$ cat src/rtl/fork_join_pkg.sv
// Shared state encodings and channel mode constants for the fork/join scheduler.
package fork_join_pkg;

  typedef enum logic [1:0] {
    T_IDLE,
    T_RUN,
    T_JOIN
  } top_state_t;

  typedef enum logic [1:0] {
    C_IDLE,
    C_WAIT_DEP,
    C_COUNT,
    C_FIRED
  } ch_state_t;

  localparam logic MODE_FORK = 1'b0;
  localparam logic MODE_DEP  = 1'b1;

endpackage

$ cat src/rtl/fj_channel.sv
// One forked channel: waits for fork or dependency, counts its delay down,
// then captures its source value and pulses fire.
module fj_channel
  import fork_join_pkg::*;
#(
  parameter int DW = 4,
  parameter int CW = 8
) (
  input  logic          clk,
  input  logic          reset,
  input  logic          go,
  input  logic          clr,
  input  logic          mode,
  input  logic [CW-1:0] dly,
  input  logic          dep,
  input  logic [DW-1:0] din,
  output logic [DW-1:0] ret,
  output logic          fire,
  output logic          fired
);

  ch_state_t     st;
  logic [CW-1:0] cnt;
  logic          step;

  // The dependency edge counts as the first tick, so a D-cycle wait after
  // fire[i-1] lands exactly D+1 cycles later without a combinational chain.
  assign step  = (st == C_COUNT) || ((st == C_WAIT_DEP) && dep);
  assign fired = (st == C_FIRED);

  always_ff @(posedge clk) begin
    if (reset) begin
      st   <= C_IDLE;
      cnt  <= '0;
      ret  <= '0;
      fire <= 1'b0;
    end else begin
      fire <= 1'b0;
      if (go) begin
        st  <= (mode == MODE_DEP) ? C_WAIT_DEP : C_COUNT;
        cnt <= dly;
      end else if (clr) begin
        st <= C_IDLE;
      end else if (step) begin
        if (cnt == '0) begin
          fire <= 1'b1;
          ret  <= din;
          st   <= C_FIRED;
        end else begin
          cnt <= cnt - 1'b1;
          st  <= C_COUNT;
        end
      end
    end
  end

endmodule

$ cat src/rtl/fork_join_sched.sv
// Fork/join scheduler: forks NCH delayed channels on start and pulses done
// once every channel has fired.
module fork_join_sched
  import fork_join_pkg::*;
#(
  parameter int NCH = 2,
  parameter int DW  = 4,
  parameter int CW  = 8
) (
  input  logic              clk,
  input  logic              reset,
  input  logic              start,
  input  logic [NCH-1:0]    mode,
  input  logic [NCH*CW-1:0] delay,
  input  logic [NCH*DW-1:0] data_in,
  output logic [NCH*DW-1:0] ret,
  output logic [NCH-1:0]    fire,
  output logic              busy,
  output logic              done,
  output logic              dropped
);

  top_state_t     st;
  logic           go;
  logic           clr;
  logic [NCH-1:0] fired;
  logic [NCH-1:0] dep;
  logic [NCH-1:0] eff_mode;

  assign go  = (st == T_IDLE) && start;
  assign clr = (st == T_JOIN);

  for (genvar i = 0; i < NCH; i++) begin : g_ch
    if (i == 0) begin : g_first
      assign dep[i]      = 1'b0;
      assign eff_mode[i] = MODE_FORK;
    end else begin : g_rest
      assign dep[i]      = fire[i-1];
      assign eff_mode[i] = mode[i];
    end

    fj_channel #(
      .DW(DW),
      .CW(CW)
    ) u_ch (
      .clk   (clk),
      .reset (reset),
      .go    (go),
      .clr   (clr),
      .mode  (eff_mode[i]),
      .dly   (delay[i*CW +: CW]),
      .dep   (dep[i]),
      .din   (data_in[i*DW +: DW]),
      .ret   (ret[i*DW +: DW]),
      .fire  (fire[i]),
      .fired (fired[i])
    );
  end

  always_ff @(posedge clk) begin
    if (reset) begin
      st      <= T_IDLE;
      busy    <= 1'b0;
      done    <= 1'b0;
      dropped <= 1'b0;
    end else begin
      done <= 1'b0;
      if (start && (st != T_IDLE))
        dropped <= 1'b1;
      case (st)
        T_IDLE: begin
          if (start) begin
            st   <= T_RUN;
            busy <= 1'b1;
          end
        end
        T_RUN: begin
          if (&fired) begin
            st   <= T_JOIN;
            busy <= 1'b0;
            done <= 1'b1;
          end
        end
        default: st <= T_IDLE;
      endcase
    end
  end

endmodule
$ cat config.mk
export PLATFORM = sky130hd
export DESIGN_NAME = fork_join_sched
export DESIGN_NICKNAME = d
export VERILOG_FILES = /design/src/rtl/fork_join_pkg.sv /design/src/rtl/fj_channel.sv /design/src/rtl/fork_join_sched.sv
export SDC_FILE = /design/constraint.sdc
export NUM_CORES = 1
export LEC_CHECK = 0
export ABC_AREA = 1
export ABC_CLOCK_PERIOD_IN_PS = 1500
export CAP_MARGIN = 15
export CORE_MARGIN = 5
export CORE_UTILIZATION = 50
export CTS_BUF_LIST = sky130_fd_sc_hd__clkbuf_16
export DETAILED_ROUTE_END_ITERATION = 6
export PLACE_DENSITY = 0.9
export SKIP_LAST_GASP = 1
export SYNTH_ARGS = -nofsm -noshare
export SYNTH_HDL_FRONTEND = slang
export SYNTH_SLANG_ARGS = --single-unit
$ cat constraint.sdc
create_clock -name clk -period 1.5 [get_ports clk]
set_input_delay 0.3 -clock clk [delete_from_list [all_inputs] [get_ports clk]]
set_output_delay 0.3 -clock clk [all_outputs]
set_load 0.01 [all_outputs]
==> run metrics <==
Placeable Area=3690 um^2; status=finished with violations; cell count after synthesis=~300; Syn Nets=328; Starting Density=52.0%; WP buf/inv=4; failing checks=negative setup slack; Cell Pwr Density=approximately 1200 nW/um^2; Largest stage delay, worst path=between 300 and 400 ps; Post-Synth Simple-Gate Area=between 30% and 40%; maximum number of pins on one net before global-route repair=19; Clock Path Buffers=2; Num CTS Buffers=5; Die Y=~72 um; crit path cell chain=inv_2 > ha_4 > inv_2 > nor3_4 > buf_6 > nand3_4 > nor2_4 > clkinvlp_4 > nor2_1 > nor2_1; Final Cell Area=about 2700 um^2; drt first pass iters=4; total global routing overflow=0; Area Growth Syn to Fin=42.1%; Max VDD drop=0.826 mV; die area=about 5200 um^2; sequential-to-total area share from yosys stat=between 30 and 40%; CP max stage cell=dfxtp_1; RSZ-0062 raised after global routing=yes; Final Instance Count excl. Fillers=402; critical path startpoint category=flop; Setup violations, final=2; Placer Congestion=0.852; TritonCTS clock tree=built; largest family of logic cells by synthesized area=simple AND/OR/NAND/NOR gates; WL/cell=~12 um; Total GRT Usage=a little under a fifth; Starting DRT DRC Count=roughly 110; Netlist cell types=30; Placed Area=2440 um^2; Post-Syn Area per Cell=~6.5 um^2; drt via density=roughly 5.1; layout cells sized above 1=slightly below 20%; Post-DP HPWL=3400 um; IO Pins=42; clock sink total=35; Synth Area in XOR/XNOR=0.457%; Worst-Margin Slew=approximately 290 ps; worst setup path category=flop to flop; initial antenna violation count=0; site row count=22; HP Class=flop to flop; CP delay by family, top=simple AND/OR/NAND/NOR gates; count of pins over their slew limit=0; antenna fix cells=0; first-pass GRT wire length=between 7000 and 8000 um; DR DRC count=0; Highest Clock Rate=approximately 660 MHz; synth warn=0; crit path time final=1530 ps; R2R setup slack=-30 ps; die width=71.9 um; Synth Area in Adders=roughly 2.6%; Worst-Skew Late Latency=280 ps; Fin. Hold Viols=0; crit path max fanout=4; Post-Synthesis Cell Area=~1900 um^2; CTS root buffer=clkbuf_16; Post-DRT Antenna Nets=0; Reg clk slew, reported paths=roughly 50 ps; total of max-cap violations=0; Final WS setup=-25.7 ps; post-synthesis mux area share=0%; Synth Area in Compound Gates=about an eighth; dpl cells=between 300 and 400; vias in the first global route=approximately 1,900; Final period util=102%; skew final=between 2 and 2.5 ps; via count=just over 2,000; Seq cells post-synth=35; leak pwr=about 0.0012 uW; WP data required=approximately 1700 ps; fin nets=~390; CP Capture Type=flop; Routed WL=about 4900 um; hold slack=~450 ps; Post-CTS Hold Buffers=0; H-tree depth=2; WP data arrival=~1700 ps; worst slew margin relative to its limit=approximately four fifths; port buffer count=40
==> stage by stage <==
| step | worst slack [ps] | total power (uW) | TNS, ps | utilization [%] |
|---|---|---|---|---|
| 6_report | -25.7 | 3400 | -44.1 | 73.8 |
| 5_1_grt | -117 | 3600 | -579 | 73.8 |
| 4_1_cts | -6.56 | 3240 | -12.8 | 69.8 |
| 3_5_place_dp | -215 | 2250 | -3370 | 66.2 |
| 3_3_place_gp | -188 | 2210 | -2800 | 66.2 |
| 2_1_floorplan | 234 | 1910 | 0 | - |
==> sequential cells by signal (all words and copies together), names as in the netlist <==
signal	cells
st	2
g_ch.u_ch.st	4
g_ch.u_ch.ret	8
dropped	1
g_ch.u_ch.fire	2
g_ch.u_ch.cnt	16
busy	1
done	1
==> path summary, 6_finish.rpt <==
kind,depth (start not counted),end,startpoint
setup reg to reg,10,g_ch[1].u_ch.ret[3],g_ch[1].u_ch.cnt[1]
hold / removal,2,g_ch[0].u_ch.ret[0],g_ch[0].u_ch.ret[0]
hold reg to reg,2,g_ch[0].u_ch.ret[0],g_ch[0].u_ch.ret[0]
setup / recovery,10,g_ch[1].u_ch.ret[3],g_ch[1].u_ch.cnt[1]
==> Yosys cell counts (all sizes together) <==
cell type / number / area share (%)
o22ai: 1 / 0.33
nand3: 23 / 7.2
nand4: 3 / 0.98
buf: 10 / 3.1
a31oi: 1 / 0.33
nand2: 81 / 17
inv: 43 / 8.6
xnor2: 1 / 0.46
nor3: 4 / 1.3
nand3b: 1 / 0.39
nor2: 42 / 9.3
or2: 2 / 0.65
o21bai: 1 / 0.39
a21oi: 21 / 5.5
dfxtp: 35 / 37
ha: 4 / 2.6
o21ai: 22 / 5.7
==> what timing repair did <==
action | CTS | global route
endpoints found under the setup margin | 4 | 26
gates resized for setup | 0 | 32
gates cloned | 0 | 1
buffers inserted | 0 | 6
pin swaps | 2 | 16
==> cell families (layout without fill, tap and decap cells) <==
group	after synthesis	count (layout)
compound gates	46	46
buf+inv	53	112
xor+xnor	1	1
simple gates	156	156
flops	35	35
fa+ha+maj	4	4
==> layout by cell type, fill, tap and decap left out, drive strengths merged <==
cell	count
a31oi	1
buf	21
clkinv	2
a21oi	21
inv	43
nand3b	1
o21ai	22
xnor2	1
nand3	23
clkinvlp	1
dfxtp	35
o22ai	1
nand4	3
nand2	81
clkbuf	5
clkdlybuf4s50	39
dlymetal6s2s	1
o21bai	1
nor3	4
ha	4
nor2	42
or2	2
==> where the power goes <==
part	internal (uW)	switching [uW]
registers	1050	110
logic	571	703
clock network	596	370
==> worst register-to-register path, cell delays in order, from the launching register on <==
cell and delay [ps]:
dfxtp_1 320, inv_2 90, ha_4 140, inv_2 50
nor3_4 180, buf_6 130, nand3_4 80, nor2_4 150
clkinvlp_4 140, nor2_1 120, nor2_1 40
==> final cells by class <==
class	instances	area, um^2
inverter	43	166
sequential	35	703
clock buffer	5	125
multi-input combinational	207	1070
timing repair inverter	1	7.51
clock inverter	2	8.76
timing repair buffer	61	581
fill	280	965
tap	48	60.1
==> per-layer routing <==
layer / track usage [%] / part of all wire, % / up-vias / wire (um)
met2: 32.6 / 50 / 77 / 2470
met3: 4.85 / 8.1 / 6 / 399
met1: 21.3 / 41 / 920 / 2010
li1: - / - / 1046 / -
met5: 0 / 0 / - / 0
met4: 7.31 / 1.0 / 0 / 50
No activity file was read; power rests on OpenSTA's default activity.
